$ cat src/rtl/wb_bridge_pkg.sv
// wb_bridge_pkg: shared FSM state type and constants for the Wishbone timeout bridge.
package wb_bridge_pkg;
  typedef enum logic [1:0] {IDLE, REQ, RESP} state_e;
  localparam logic [31:0] ERR_DATA_DEF = 32'hDEADBEEF;
  localparam int CNT_W = 8;
  function automatic logic [CNT_W-1:0] sat_inc(input logic [CNT_W-1:0] v);
    return (v == '1) ? v : v + 1'b1;
  endfunction
endpackage

$ cat src/rtl/wb_timeout_ctr.sv
// wb_timeout_ctr: per-request wait counter; expired flags the last cycle a downstream ack may arrive.
module wb_timeout_ctr
  import wb_bridge_pkg::*;
#(
  parameter int TIMEOUT = 255
) (
  input  logic wb_clk_i,
  input  logic wb_rst_n,
  input  logic clr,
  input  logic en,
  output logic expired
);
  localparam logic [CNT_W-1:0] LAST = CNT_W'(TIMEOUT - 1);
  logic [CNT_W-1:0] cnt_q, cnt_d;
  always_comb cnt_d = clr ? '0 : (en && cnt_q != LAST) ? cnt_q + 1'b1 : cnt_q;
  always_ff @(posedge wb_clk_i) cnt_q <= !wb_rst_n ? '0 : cnt_d;
  assign expired = (cnt_q == LAST);
endmodule

$ cat src/rtl/wb_timeout_bridge.sv
// wb_timeout_bridge: registered Wishbone bridge that aborts a silent downstream cycle after TIMEOUT clocks
// and acknowledges upstream with ERR_DATA plus sticky/irq/count status.
module wb_timeout_bridge
  import wb_bridge_pkg::*;
#(
  parameter int          TIMEOUT  = 255,
  parameter logic [31:0] ERR_DATA = ERR_DATA_DEF
) (
  input  logic        wb_clk_i,
  input  logic        wb_rst_n,
  input  logic        wbs_cyc_i,
  input  logic        wbs_stb_i,
  input  logic        wbs_we_i,
  input  logic [3:0]  wbs_sel_i,
  input  logic [31:0] wbs_adr_i,
  input  logic [31:0] wbs_dat_i,
  output logic        wbs_ack_o,
  output logic [31:0] wbs_dat_o,
  output logic        m_cyc_o,
  output logic        m_stb_o,
  output logic        m_we_o,
  output logic [3:0]  m_sel_o,
  output logic [31:0] m_adr_o,
  output logic [31:0] m_dat_o,
  input  logic        m_ack_i,
  input  logic [31:0] m_dat_i,
  input  logic        err_clr_i,
  output logic        err_o,
  output logic [7:0]  tmo_cnt_o,
  output logic        irq_o
);
  state_e           state_q, state_d;
  logic             m_req_q, m_req_d;
  logic             m_we_q, m_we_d;
  logic [3:0]       m_sel_q, m_sel_d;
  logic [31:0]      m_adr_q, m_adr_d;
  logic [31:0]      m_dat_q, m_dat_d;
  logic             wbs_ack_q, wbs_ack_d;
  logic [31:0]      wbs_dat_q, wbs_dat_d;
  logic             err_q, err_d;
  logic             irq_q, irq_d;
  logic [CNT_W-1:0] tmo_cnt_q, tmo_cnt_d;
  logic             expired, start, acked, timeout;

  wb_timeout_ctr #(.TIMEOUT(TIMEOUT)) u_ctr (
    .wb_clk_i(wb_clk_i),
    .wb_rst_n(wb_rst_n),
    .clr     (state_q != REQ),
    .en      (state_q == REQ),
    .expired (expired)
  );

  // An upstream abort outranks the ack, and the ack outranks the timeout on the threshold cycle.
  always_comb begin
    state_d = state_q;
    start   = 1'b0;
    acked   = 1'b0;
    timeout = 1'b0;
    case (state_q)
      IDLE: begin
        start   = wbs_cyc_i && wbs_stb_i;
        state_d = start ? REQ : IDLE;
      end
      REQ: begin
        acked   = wbs_cyc_i && m_ack_i;
        timeout = wbs_cyc_i && !m_ack_i && expired;
        state_d = !wbs_cyc_i ? IDLE : (acked || timeout) ? RESP : REQ;
      end
      default: state_d = IDLE;
    endcase
    m_req_d   = (state_d == REQ);
    m_we_d    = start ? wbs_we_i  : m_req_d && m_we_q;
    m_sel_d   = start ? wbs_sel_i : (m_req_d ? m_sel_q : '0);
    m_adr_d   = start ? wbs_adr_i : (m_req_d ? m_adr_q : '0);
    m_dat_d   = start ? wbs_dat_i : (m_req_d ? m_dat_q : '0);
    wbs_ack_d = (state_d == RESP);
    wbs_dat_d = timeout ? ERR_DATA : acked ? m_dat_i : wbs_dat_q;
    err_d     = timeout || (err_q && !err_clr_i);
    irq_d     = timeout;
    tmo_cnt_d = timeout ? sat_inc(tmo_cnt_q) : tmo_cnt_q;
  end

  always_ff @(posedge wb_clk_i) begin
    if (!wb_rst_n) begin
      state_q   <= IDLE;
      m_req_q   <= 1'b0;
      m_we_q    <= 1'b0;
      m_sel_q   <= '0;
      m_adr_q   <= '0;
      m_dat_q   <= '0;
      wbs_ack_q <= 1'b0;
      wbs_dat_q <= '0;
      err_q     <= 1'b0;
      irq_q     <= 1'b0;
      tmo_cnt_q <= '0;
    end else begin
      state_q   <= state_d;
      m_req_q   <= m_req_d;
      m_we_q    <= m_we_d;
      m_sel_q   <= m_sel_d;
      m_adr_q   <= m_adr_d;
      m_dat_q   <= m_dat_d;
      wbs_ack_q <= wbs_ack_d;
      wbs_dat_q <= wbs_dat_d;
      err_q     <= err_d;
      irq_q     <= irq_d;
      tmo_cnt_q <= tmo_cnt_d;
    end
  end

  assign m_cyc_o   = m_req_q;
  assign m_stb_o   = m_req_q;
  assign m_we_o    = m_we_q;
  assign m_sel_o   = m_sel_q;
  assign m_adr_o   = m_adr_q;
  assign m_dat_o   = m_dat_q;
  assign wbs_ack_o = wbs_ack_q;
  assign wbs_dat_o = wbs_dat_q;
  assign err_o     = err_q;
  assign irq_o     = irq_q;
  assign tmo_cnt_o = tmo_cnt_q;
endmodule

$ cat config.mk
export PLATFORM = sky130hd
export DESIGN_NAME = wb_timeout_bridge
export DESIGN_NICKNAME = d
export VERILOG_FILES = /design/src/rtl/wb_bridge_pkg.sv /design/src/rtl/wb_timeout_ctr.sv /design/src/rtl/wb_timeout_bridge.sv
export SDC_FILE = /design/constraint.sdc
export NUM_CORES = 1
export LEC_CHECK = 0
export ABC_AREA = 1
export BUFFER_PORTS_ARGS = -buffer_cell sky130_fd_sc_hd__buf_2
export CAP_MARGIN = 30
export CORE_MARGIN = 4
export CORE_UTILIZATION = 30
export CTS_CLUSTER_SIZE = 40
export DETAILED_ROUTE_END_ITERATION = 10
export PLACE_DENSITY = 0.51
export SLEW_MARGIN = 0
export SYNTH_ARGS = -nofsm -noshare
export SYNTH_HDL_FRONTEND = slang
export SYNTH_SLANG_ARGS = --single-unit
$ cat constraint.sdc
create_clock -name wb_clk_i -period 2.65 [get_ports wb_clk_i]
set_input_delay 0.6625 -clock wb_clk_i [delete_from_list [all_inputs] [get_ports wb_clk_i]]
set_output_delay 0.6625 -clock wb_clk_i [all_outputs]
set_load 0.05 [all_outputs]
# Word level (Yosys, flattened, before mapping)
# Index checks and enable logic that the tools add are counted.
[word_totals]
in_bits = 107
out_inout_bits = 114
reg_bits = 123
word_cells = 56
[classes]
mux = 15
reduce_logical = 16
bitwise = 2
add_sub_neg = 2
n_eq_ne = 8
[ops]
columns = ["op", "count"]
rows = [
  ["2-to-1 mux 32 bit", 5],
  ["adder 8 x 1 -> 8 bit (second input constant)", 2],
  ["== test 8 bit (second input constant)", 2],
  ["2-to-1 mux 4 bit", 2],
  ["!= test 8 bit (second input constant)", 1],
  ["logical AND 1 bit", 7],
  ["2-to-1 mux 1 bit", 5],
  ["== test 2 x 1 -> 1 bit (second input constant)", 2],
  ["2-to-1 mux 2 bit", 2],
  ["!= test 2 x 1 -> 1 bit (second input constant)", 2],
  ["one-hot mux 2 bit (2 select lines)", 1],
  ["OR reduction 2 bit", 2],
  ["== test 2 bit (second input constant)", 1],
  ["logical NOT 1 bit", 2],
  ["logical NOT 2 bit", 1],
  ["logical OR 1 bit", 2],
  ["inverter 1 bit", 2],
  ["AND reduction 2 bit", 1],
  ["nonzero test 2 bit", 1],
]

# Longest topological paths before layout
# Gate-level depths: netlist of run 1.
[depth]
word_depth = 10
mapped_depth = 10
mapped_depth_nobuf = 10

# Modules after synthesis
# From an unflattened synthesis of run 1, not the netlist that was laid out.
[hier_totals]
hier_cells = 629
area_unflattened_um2 = 5034.8
[by_module_without_submodules]
columns = ["module", "area_each_um2", "seq_area_each_um2", "n_inst", "cells_each"]
rows = [
  ["wb_timeout_bridge", 4553.1, 2302.2, 1, 559],
  ["wb_timeout_ctr", 481.7, 160.2, 1, 70],
]

# Worst setup path after synthesis of run 1
# Ideal clock, no wire load.
[synth_timing]
kind = "reg2reg"
startpoint = "reg tmo_cnt_q[0], in the netlist tmo_cnt_o[0]"
endpoint = "reg tmo_cnt_q[0], in the netlist tmo_cnt_o[0]"
synth_period_minus_slack_ps = 1726
path_buffers = 0
setup_time_ps = 70
path_stages_with_launch = 8
arrival_time_ps = 1656
slack_ps = 924
path_cell_list = "dfxtp_1 -> ha_1 -> inv_1 -> nor2_1 -> nand2_2 -> nand2_1 -> nand2_1 -> a21oi_1"
[synth_via]
elab_chain_cells = 3
elab_cells_between_ends = 4
classes_between = "1 x add/sub; 1 x eq/ne; 1 x bitwise; 1 x reduce/logical"
[synth_lines]
columns = ["element", "line_no", "rtl"]
rows = [
  ["from (decl)", "wb_timeout_bridge.sv:42", "logic [CNT_W-1:0] tmo_cnt_q, tmo_cnt_d;"],
  ["from (signal assigned)", "wb_timeout_bridge.sv:107", "tmo_cnt_q <= tmo_cnt_d;"],
  ["parallel branches: the longest is 3 deep, another holds adder 8 x 1 -> 8 bit", "--", ""],
]
# Parallel ways; which one is timed is not known.
# A chain may end at the register's enable or synchronous reset.

# Final worst setup path of run 1
[layout_timing]
startpoint = "reg u_ctr.cnt_q[0]"
endpoint = "reg m_dat_q[23], in the netlist m_dat_o[23]"
[layout_via]
elab_chain_cells = 8
[layout_lines]
columns = ["element", "line_no", "rtl"]
rows = [
  ["from (decl)", "wb_timeout_ctr.sv:14", "logic [CNT_W-1:0] cnt_q, cnt_d;"],
  ["from (signal assigned)", "wb_timeout_ctr.sv:16", "always_ff @(posedge wb_clk_i) cnt_q <= !wb_rst_n ? '0 : cnt_d;"],
  ["== test 8 bit", "wb_timeout_ctr.sv:17", "assign expired = (cnt_q == LAST);"],
  ["logical AND 1 bit", "wb_timeout_bridge.sv:66", "timeout = wbs_cyc_i && !m_ack_i && expired;"],
  ["logical OR 1 bit", "wb_timeout_bridge.sv:67", "state_d = !wbs_cyc_i ? IDLE : (acked || timeout) ? RESP : REQ;"],
  ["2-to-1 mux 2 bit (2 in a row)", "wb_timeout_bridge.sv:67", ""],
  ["one-hot mux 2 bit (2 select lines)", "wb_timeout_bridge.sv:59", "case (state_q)"],
  ["== test 2 x 1 -> 1 bit", "wb_timeout_bridge.sv:71", "m_req_d = (state_d == REQ);"],
  ["!= test 2 x 1 -> 1 bit (no source line)", "--", ""],
  ["to (signal assigned)", "wb_timeout_bridge.sv:102", "m_dat_q <= m_dat_d;"],
  ["to (decl)", "wb_timeout_bridge.sv:37", "logic [31:0] m_dat_q, m_dat_d;"],
]
# No other way between the ends.

==> impl_metrics.py, run 1 <==
metrics = {
    "outcome": {
        "status": "complete, no violations",
    },
    "clocking": {
        "cts_buffer_depth": 2,
        "cts_resized": 0,
        "numClockSinks": 123,
        "clk_latency_ps": 410,
        "cts_tree": "yes",
        "path_clk_slew_ps": 50,
        "cts_root_buffer": "clkbuf_16",
        "cts_setup_buffers": 0,
        "holdBufCountCts": 0,
        "cts_buffers": 17,
        "htreeDepth": 4,
    },
    "timing": {
        "slew_viol_final": 0,
        "fmax_mhz": 531,
        "worstMarginPinSlew_ps": 626,
        "tns_ps": 0,
        "rsz0062_at_grt": "false",
        "fin_crit_ps": 1880,
        "final-setup-viol-count": 0,
        "fin_skew_ps": 5.11,
        "hold_violations": 0,
        "slew_headroom_pct": 58.2,
        "fin_crit_sh_pct": 71.1,
    },
    "min_path": {
        "hold_class": "flop to flop",
    },
    "route": {
        "drc_errors": 0,
        "vias": 5094,
        "routed_via_density": 4.83,
        "drt_iter0_markers": 189,
        "wl_per_cell_um": 15.6,
        "ant_nets": 0,
        "finalWirelength_um": 16500,
        "first_pass_iters": 4,
    },
    "floorplan": {
        "coreArea_mm2": 0.0166,
        "start_util_pct": 30.5,
        "ioPinCount": 221,
        "row_count": 47,
        "die_w_um": 138,
        "die-height_um": 138,
        "die_area_mm2": 0.0190,
    },
    "grt": {
        "grt_first_pass_wirelength_um": 25100,
        "overflow": 0,
        "grt_pass1_vias": 4813,
        "track_usage_pct": 16.7,
        "grt_antenna_before_repair": 3,
        "grt_max_degree": 71,
    },
    "placement": {
        "dp_hpwl_um": 11000,
        "gp_congestion": 0.814,
        "numPortBuffers": 220,
    },
    "cells_and_area": {
        "postLayoutCoreUtil_pct": 41.9,
        "final_net_count": 932,
        "regArea_mm2": 0.00246,
        "fillers": 1721,
        "n_antenna_cell": 0,
        "syn2layout_area_growth_pct": 37.2,
        "multiInputGateArea_mm2": 0.00217,
        "layout-drive-gt1-share_pct": 36.2,
    },
    "power": {
        "p_leak_uw": 0.00291,
        "ir_worst_vdd_v": 0.000429,
        "power.density_mw_per_mm2": 672,
    },
    "worst_setup_path": {
        "critPathCaptureType": "flop",
        "crit_chain": "inv_1, ha_1, inv_1, nor2_1, nand2_2, buf_4, nand3_1, a21oi_1",
        "slowest_stage": "nand2_2",
        "max_stage_delay_ps": 390,
        "path_common_cell": "inv_1",
        "crit_fanout": 22,
        "crit_family": "simple AND/OR/NAND/NOR gates",
        "required_ps": 2980,
        "crit_buf_inv": 3,
        "start_kind": "flop",
        "worstPathArrival_ps": 2210,
        "criticalPathCategory": "flop to flop",
    },
    "synth": {
        "synth_cells": 625,
        "synth_area_mm2": 0.00506,
        "avgSynthCellArea_um2": 8.10,
        "synthFlopType": "dfxtp_1",
        "ys_seq_elements": 123,
        "async_flop_share_pct": 0,
        "yosysWarnings": 0,
        "syn_nets": 735,
        "ys_types": 26,
        "synth_edf_count": 0,
        "synth_seq_area_share_pct": 48.7,
    },
    "job": {
        "cap_viol_max_count": 0,
    },
}
[layout by cell type (no fill, tap or decap), drive strengths merged]
cell type  netlist  layout
buf             22     233
dfxtp          123     123
a21oi          119     119
nand3           84      84
nand4           71      71
nand2           65      65
inv             47      47
o21ai           25      25
nor2            23      23
clkbuf          33      21
xor2             5       5
clkinv           0       5
clkinvlp         0       4
ha               3       3
nor3             3       3
bufinv           0       2
a31oi            1       1
nand3b           1       1
[state kept, by name (all words and copies together), names as in the netlist]
name,cells
state_q,2
tmo_cnt_o,8
u_ctr.cnt_q,8
err_o,1
m_adr_o,32
m_we_o,1
irq_o,1
wbs_ack_o,1
wbs_dat_o,32
m_sel_o,4
m_cyc_o,1
m_dat_o,32
[final cells by class]
cell class / instances / share of cell area [%]
flip-flops and latches: 123 / 35.5
multi-input cells: 400 / 31.2
repair buffers: 233 / 18.3
clock buffers: 21 / 6.77
well taps: 220 / 3.96
inverters: 47 / 2.54
clock inverters: 11 / 1.71
[synthesized netlist by cell type (all sizes together) (3+ instances only)]
| cell type | n | area share, % |
|---|---|---|
| a21oi | 119 | 13 |
| buf | 22 | 2.7 |
| clkbuf | 33 | 2.4 |
| dfxtp | 123 | 49 |
| ha | 3 | 0.74 |
| inv | 47 | 3.5 |
| nand2 | 65 | 5.0 |
| nand3 | 84 | 8.6 |
| nand4 | 71 | 8.8 |
| nor2 | 23 | 2.4 |
| nor3 | 3 | 0.40 |
| o21ai | 25 | 2.5 |
| xor2 | 5 | 0.87 |
[where the power goes]
group          switching (uW)  leakage, uW  total, uW  internal (uW)
Combinational             326      0.00163        465            139
Clock                     833     0.000281       2290           1450
Sequential               21.2     0.000997       1910           1890
[tightest hold or removal path, stage by stage (launching register included)]
cell,delay [ps]
dfxtp_1,300
inv_1,50
a21oi_1,50
[path summary, 6_finish.rpt]
check / slack (ps) / startpoint / cells past startpoint / to
hold reg to reg: 440 / wbs_dat_o[2] / 2 / wbs_dat_o[2]
hold / removal: 440 / wbs_dat_o[2] / 2 / wbs_dat_o[2]
setup / recovery: 770 / u_ctr.cnt_q[0] / 8 / m_dat_o[23]
setup reg to reg: 770 / u_ctr.cnt_q[0] / 8 / m_dat_o[23]
[kinds of logic (layout without fill, tap and decap cells)]
kind of cell	after synthesis	count (layout)	share of synthesized area, %
compound gates	145	145	15.7
fa+ha+maj	3	3	0.742
flops	123	123	48.7
buf+inv	102	312	8.68
xor+xnor	5	5	0.865
simple gates	247	247	25.4
[per-stage QoR]
| step | area, um2 | instances | total power (uW) | hold WS [ps] | setup WS [ps] |
|---|---|---|---|---|---|
| 6_report | 6940 | 1055 | 4660 | 445 | 765 |
| 5_1_grt | 6940 | 1055 | 4860 | 464 | 520 |
| 4_1_cts | 6940 | 1055 | 4740 | 445 | 741 |
| 3_5_place_dp | 6350 | 1023 | 2420 | 437 | 746 |
| 3_3_place_gp | 6350 | 1023 | 2420 | 435 | 764 |
| 2_1_floorplan | 5060 | 625 | 2240 | 447 | 924 |
[routing by layer]
metal,global-route usage [%],routed length (um),share of wire (%)
met5,0,22,0.13
met4,4.23,139,0.84
met3,6.79,1700,10
met2,25.7,7230,44
met1,21.8,7380,45
Power figures use the tool's default switching activity.
==> run 2, diff against run 1 <==
--- a/config.mk
+++ b/config.mk
@@ -12,7 +12,7 @@
 export CORE_UTILIZATION = 30
 export CTS_CLUSTER_SIZE = 40
 export DETAILED_ROUTE_END_ITERATION = 10
-export PLACE_DENSITY = 0.51
+export PLACE_DENSITY = 0.53
 export SLEW_MARGIN = 0
 export SYNTH_ARGS = -nofsm -noshare
 export SYNTH_HDL_FRONTEND = slang
==> constraint.sdc (replaced) <==
create_clock -name wb_clk_i -period 1.7 [get_ports wb_clk_i]
set_input_delay 0.425 -clock wb_clk_i [delete_from_list [all_inputs] [get_ports wb_clk_i]]
set_output_delay 0.425 -clock wb_clk_i [all_outputs]
set_load 0.05 [all_outputs]
==> impl_metrics.py, run 2 (same netlist as run 1, synthesis figures left out) <==
metrics = {
    "outcome": {
        "status": "complete, no violations",
    },
    "clocking": {
        "path_clk_slew_ps": 60,
        "htreeDepth": 4,
        "cts_root_buffer": "clkbuf_16",
        "numClockSinks": 123,
        "cts_buffer_depth": 2,
        "cts_tree": "yes",
        "clk_latency_ps": 420,
        "cts_buffers": 17,
    },
    "route": {
        "wl_met1_um": 7030,
        "ant_nets": 0,
        "drc_errors": 0,
        "drt_iter0_markers": 282,
        "topRoutingLayerUsed": "met5",
        "finalWirelength_um": 16000,
        "dr_wl_met3_um": 1920,
        "wl_per_cell_um": 15.1,
        "vias": 5227,
        "wl_met2_um": 6810,
        "first_pass_iters": 4,
        "routed_via_density": 4.93,
    },
    "grt": {
        "overflow": 0,
        "grt_max_degree": 71,
        "grt_antenna_before_repair": 1,
        "grt_first_pass_wirelength_um": 24700,
        "track_usage_pct": 16.3,
        "grt_pass1_vias": 4815,
    },
    "min_path": {
        "hold_path_end": "wbs_dat_o[4]",
        "hold_path_startpoint": "m_dat_i[4]",
        "holdPathStages": 3,
        "hold_class": "input pin to flop",
    },
    "floorplan": {
        "die-height_um": 138,
        "coreArea_mm2": 0.0166,
        "die_area_mm2": 0.0190,
        "row_count": 47,
        "start_util_pct": 30.5,
        "die_w_um": 138,
        "ioPinCount": 221,
    },
    "timing": {
        "slew_viol_final": 0,
        "setup_slack_ps": 124,
        "rsz0062_at_grt": "false",
        "final-setup-viol-count": 0,
        "tns_ps": 0,
        "fmax_mhz": 635,
        "fin_crit_sh_pct": 92.7,
        "fin_crit_ps": 1580,
        "hold_violations": 0,
        "fin_skew_ps": 4.33,
        "slew_headroom_pct": 77.9,
        "worstMarginPinSlew_ps": 331,
    },
    "cells_and_area": {
        "layout-drive-gt1-share_pct": 37.0,
        "mostFrequentLayoutCells": "220 x buf_2, 122 x dfxtp_1, 101 x a21oi_1, 81 x nand3_1, 71 x nand4_1",
        "layout_commonest_cell": "buf_2",
        "postLayoutCoreUtil_pct": 42.6,
        "n_antenna_cell": 0,
        "syn2layout_area_growth_pct": 39.5,
        "final_net_count": 937,
    },
    "worst_setup_path": {
        "r2r_cells": 9,
        "crit_fanout": 6,
        "crit_buf_inv": 1,
        "start_kind": "flop",
        "rrSetupSlack_ps": 160,
        "required_ps": 1270,
        "crit_family": "flip-flops",
        "slowest_stage": "dfxtp_1",
        "timing.rr.start": "u_ctr.cnt_q[0]",
        "crit_start": "tmo_cnt_o[5]",
        "timing.rr.end": "u_ctr.cnt_q[6]",
        "critPathCaptureType": "output pin",
        "crit_chain": "buf_2",
        "max_stage_delay_ps": 420,
        "criticalPathCategory": "flop to output pin",
        "worstPathArrival_ps": 1150,
        "worstSetupPathDepth": 1,
    },
    "power": {
        "ir_worst_vdd_v": 0.000733,
        "power_uw": 7450,
        "p_leak_uw": 0.00295,
        "power.density_mw_per_mm2": 1060,
    },
    "placement": {
        "dp_slack_ps": 90.7,
        "gp_congestion": 0.821,
        "dp_hpwl_um": 10700,
        "numPortBuffers": 220,
    },
    "job": {
        "cap_viol_max_count": 0,
    },
}
run 2: changes by cell type in the layout (fill, tap and decap cells not counted), moves of 2 or more:
| cell | delta |
|---|---|
| buf_12 | +4 |
| clkinv_2 | -4 |
| clkinvlp_4 | +3 |
| clkbuf_8 | -2 |
run 2: routing by layer:
| layer | up-vias | track usage (%) |
|---|---|---|
| met2 | 229 | 23.8 |
| met5 | - | 0 |
| met4 | 2 | 4.67 |
| met3 | 19 | 7.44 |
| li1 | 2594 | - |
| met1 | 2383 | 21.6 |
run 2: timing repair:
item / in CTS / in global routing
resized for setup: 0 / 3
endpoints found under the setup margin: 0 / 12
hold buffers: 0 / 0
buffers inserted: 0 / 1
run 2: final cells by class:
class                           count  area, um2
Multi-Input combinational cell    400       2170
Clock buffer                       19        443
Clock inverter                     13        169
Tap cell                          220        275
Sequential cell                   123       2460
Fill cell                        1723       9520
Timing Repair Buffer              238       1360
Inverter                           47        176
run 2: worst max path at each step:
stage               slack (ps)        endpoint
finish                     120    tmo_cnt_o[5]
global route                10    tmo_cnt_o[0]
CTS                         80  u_ctr.cnt_q[6]
detailed placement          90  u_ctr.cnt_q[6]
global placement           150  u_ctr.cnt_q[3]
floorplan                    6    tmo_cnt_o[5]
run 2: through the flow:
step | instance area [um2] | hold slack [ps] | std cells
after floorplan | 5060 | 447 | 625
after global placement | 6440 | 431 | 1027
after detailed placement | 6440 | 434 | 1027
after CTS | 7050 | 237 | 1059
after global routing | 7060 | 251 | 1060
final | 7060 | 258 | 1060
run 2: where the power goes:
group / switching [uW] / internal (uW) / total [uW] / leakage (uW)
Sequential: 32.3 / 2950 / 2980 / 0.000998
Clock: 1390 / 2350 / 3740 / 0.000274
Combinational: 508 / 227 / 735 / 0.00168
==> run 3, diff against run 2 <==
--- a/config.mk
+++ b/config.mk
@@ -13,6 +13,7 @@
 export CTS_CLUSTER_SIZE = 40
 export DETAILED_ROUTE_END_ITERATION = 10
 export PLACE_DENSITY = 0.53
+export SETUP_SLACK_MARGIN = 0.2
 export SLEW_MARGIN = 0
 export SYNTH_ARGS = -nofsm -noshare
 export SYNTH_HDL_FRONTEND = slang
==> impl_metrics.py, run 3 (same netlist as run 1, synthesis figures left out) <==
metrics = {
    "worst_setup_path": {
        "crit_fanout": 2,
        "required_ps": 1270,
        "start_kind": "flop",
        "slowest_stage": "dfxtp_1",
        "timing.rr.start": "u_ctr.cnt_q[0]",
        "worstPathArrival_ps": 1030,
        "crit_buf_inv": 1,
        "crit_start": "err_o",
        "crit_chain": "buf_2",
        "max_stage_delay_ps": 340,
        "criticalPathCategory": "flop to output pin",
        "crit_family": "flip-flops",
        "critPathCaptureType": "output pin",
    },
    "timing": {
        "slew_headroom_pct": 77.3,
        "slew_viol_final": 0,
        "fmax_mhz": 686,
        "fin_skew_ps": 7.82,
        "fin_crit_sh_pct": 85.8,
        "worstMarginPinSlew_ps": 340,
        "final-setup-viol-count": 0,
        "hold_violations": 0,
        "rsz0062_at_grt": "true",
        "tns_ps": 0,
        "fin_crit_ps": 1460,
    },
    "min_path": {
        "hold_class": "input pin to flop",
        "hold_path_startpoint": "m_dat_i[14]",
    },
    "floorplan": {
        "ioPinCount": 221,
        "row_count": 47,
        "start_util_pct": 30.5,
        "die_area_mm2": 0.0190,
        "die_w_um": 138,
        "coreArea_mm2": 0.0166,
        "die-height_um": 138,
    },
    "grt": {
        "grt_first_pass_wirelength_um": 25600,
        "grt_max_degree": 71,
        "busiest_layer": "met2",
        "track_usage_pct": 17.0,
        "grt.met1_usage_pct": 21.9,
        "grt_util_met2_pct": 26.1,
        "grt_pass1_vias": 5006,
        "grtUsageMet3_pct": 6.53,
        "overflow": 0,
        "grt_antenna_before_repair": 0,
    },
    "route": {
        "finalWirelength_um": 17400,
        "drt_iter0_markers": 208,
        "routed_via_density": 4.97,
        "first_pass_iters": 4,
        "drc_errors": 0,
        "ant_nets": 0,
        "vias": 5320,
        "wl_per_cell_um": 16.2,
    },
    "clocking": {
        "htreeDepth": 4,
        "cts_buffer_depth": 2,
        "clk_latency_ps": 410,
        "holdBufCountCts": 0,
        "numClockSinks": 123,
        "cts_tree": "yes",
        "cts_root_buffer": "clkbuf_16",
        "path_clk_slew_ps": 60,
        "cts_buffers": 17,
    },
    "cells_and_area": {
        "layout_commonest_cell": "buf_2",
        "fillers": 1697,
        "syn2layout_area_growth_pct": 47.3,
        "postLayoutCoreUtil_pct": 44.9,
        "mostFrequentLayoutCells": "208 x buf_2, 111 x dfxtp_1, 91 x a21oi_1, 80 x nand3_1, 71 x nand4_1",
        "final_net_count": 947,
        "layout-drive-gt1-share_pct": 41.4,
    },
    "power": {
        "power_uw": 7380,
        "power.density_mw_per_mm2": 990,
        "p_leak_uw": 0.00311,
        "ir_worst_vdd_v": 0.000820,
    },
    "placement": {
        "numPortBuffers": 220,
        "gp_congestion": 0.768,
        "dp_hpwl_um": 11300,
    },
    "job": {
        "cap_viol_max_count": 0,
    },
    "outcome": {
        "status": "complete, no violations",
    },
}
-- run 3: cell count changes in the layout (fill, tap and decap cells not counted), sizes merged --
cell      before  now
clkinvlp       7    2
diode          0    1
buf          238  240
clkbuf        19   30
bufinv         3    2
clkinv         2    5
-- run 3: final cells by class --
class                           count  area, um2  share of cell area (%)
Timing Repair Buffer              248       1620                    21.7
Tap cell                          220        275                    3.69
Clock buffer                       22        474                    6.36
Antenna cell                        1       2.50                  0.0336
Sequential cell                   123       2480                    33.3
Clock inverter                     10        114                    1.53
Inverter                           47        184                    2.47
Multi-Input combinational cell    400       2300                    30.9
-- run 3: power breakdown --
group          switching, uW  total [uW]  internal (uW)
Combinational            530         793            263
Sequential              33.8        2980           2950
Clock                   1330        3600           2270
Total                   1890        7380           5480
-- run 3: per-layer routing --
layer,up-vias,wire [um]
li1,2616,-
met4,0,242
met5,-,0
met3,20,1780
met2,214,7780
met1,2470,7560
-- run 3: worst paths after layout --
| check | to | slack (ps) | depth (start not counted) |
|---|---|---|---|
| min reg2reg | wbs_dat_o[7] | 460 | 2 |
| max | err_o | 240 | 1 |
| min | wbs_dat_o[14] | 260 | 3 |
| max reg2reg | wbs_dat_o[15] | 270 | 9 |
-- run 3: timing repair --
item / CTS / global route
gates resized for setup: 14 / 54
setup buffers: 0 / 1
hold endpoints to repair: 0 / 0
gates cloned: 0 / 5
pin swaps: 0 / 13
endpoints found under the setup margin: 22 / 129
-- run 3: per-stage QoR --
stage	instance area [um2]	setup WS, ps	hold WS [ps]	std cells
after global placement	6530	155	435	1032
after global routing	7450	171	255	1070
after CTS	7160	181	241	1064
after floorplan	5070	204	447	625
after detailed placement	6530	122	440	1032
final	7450	242	260	1071
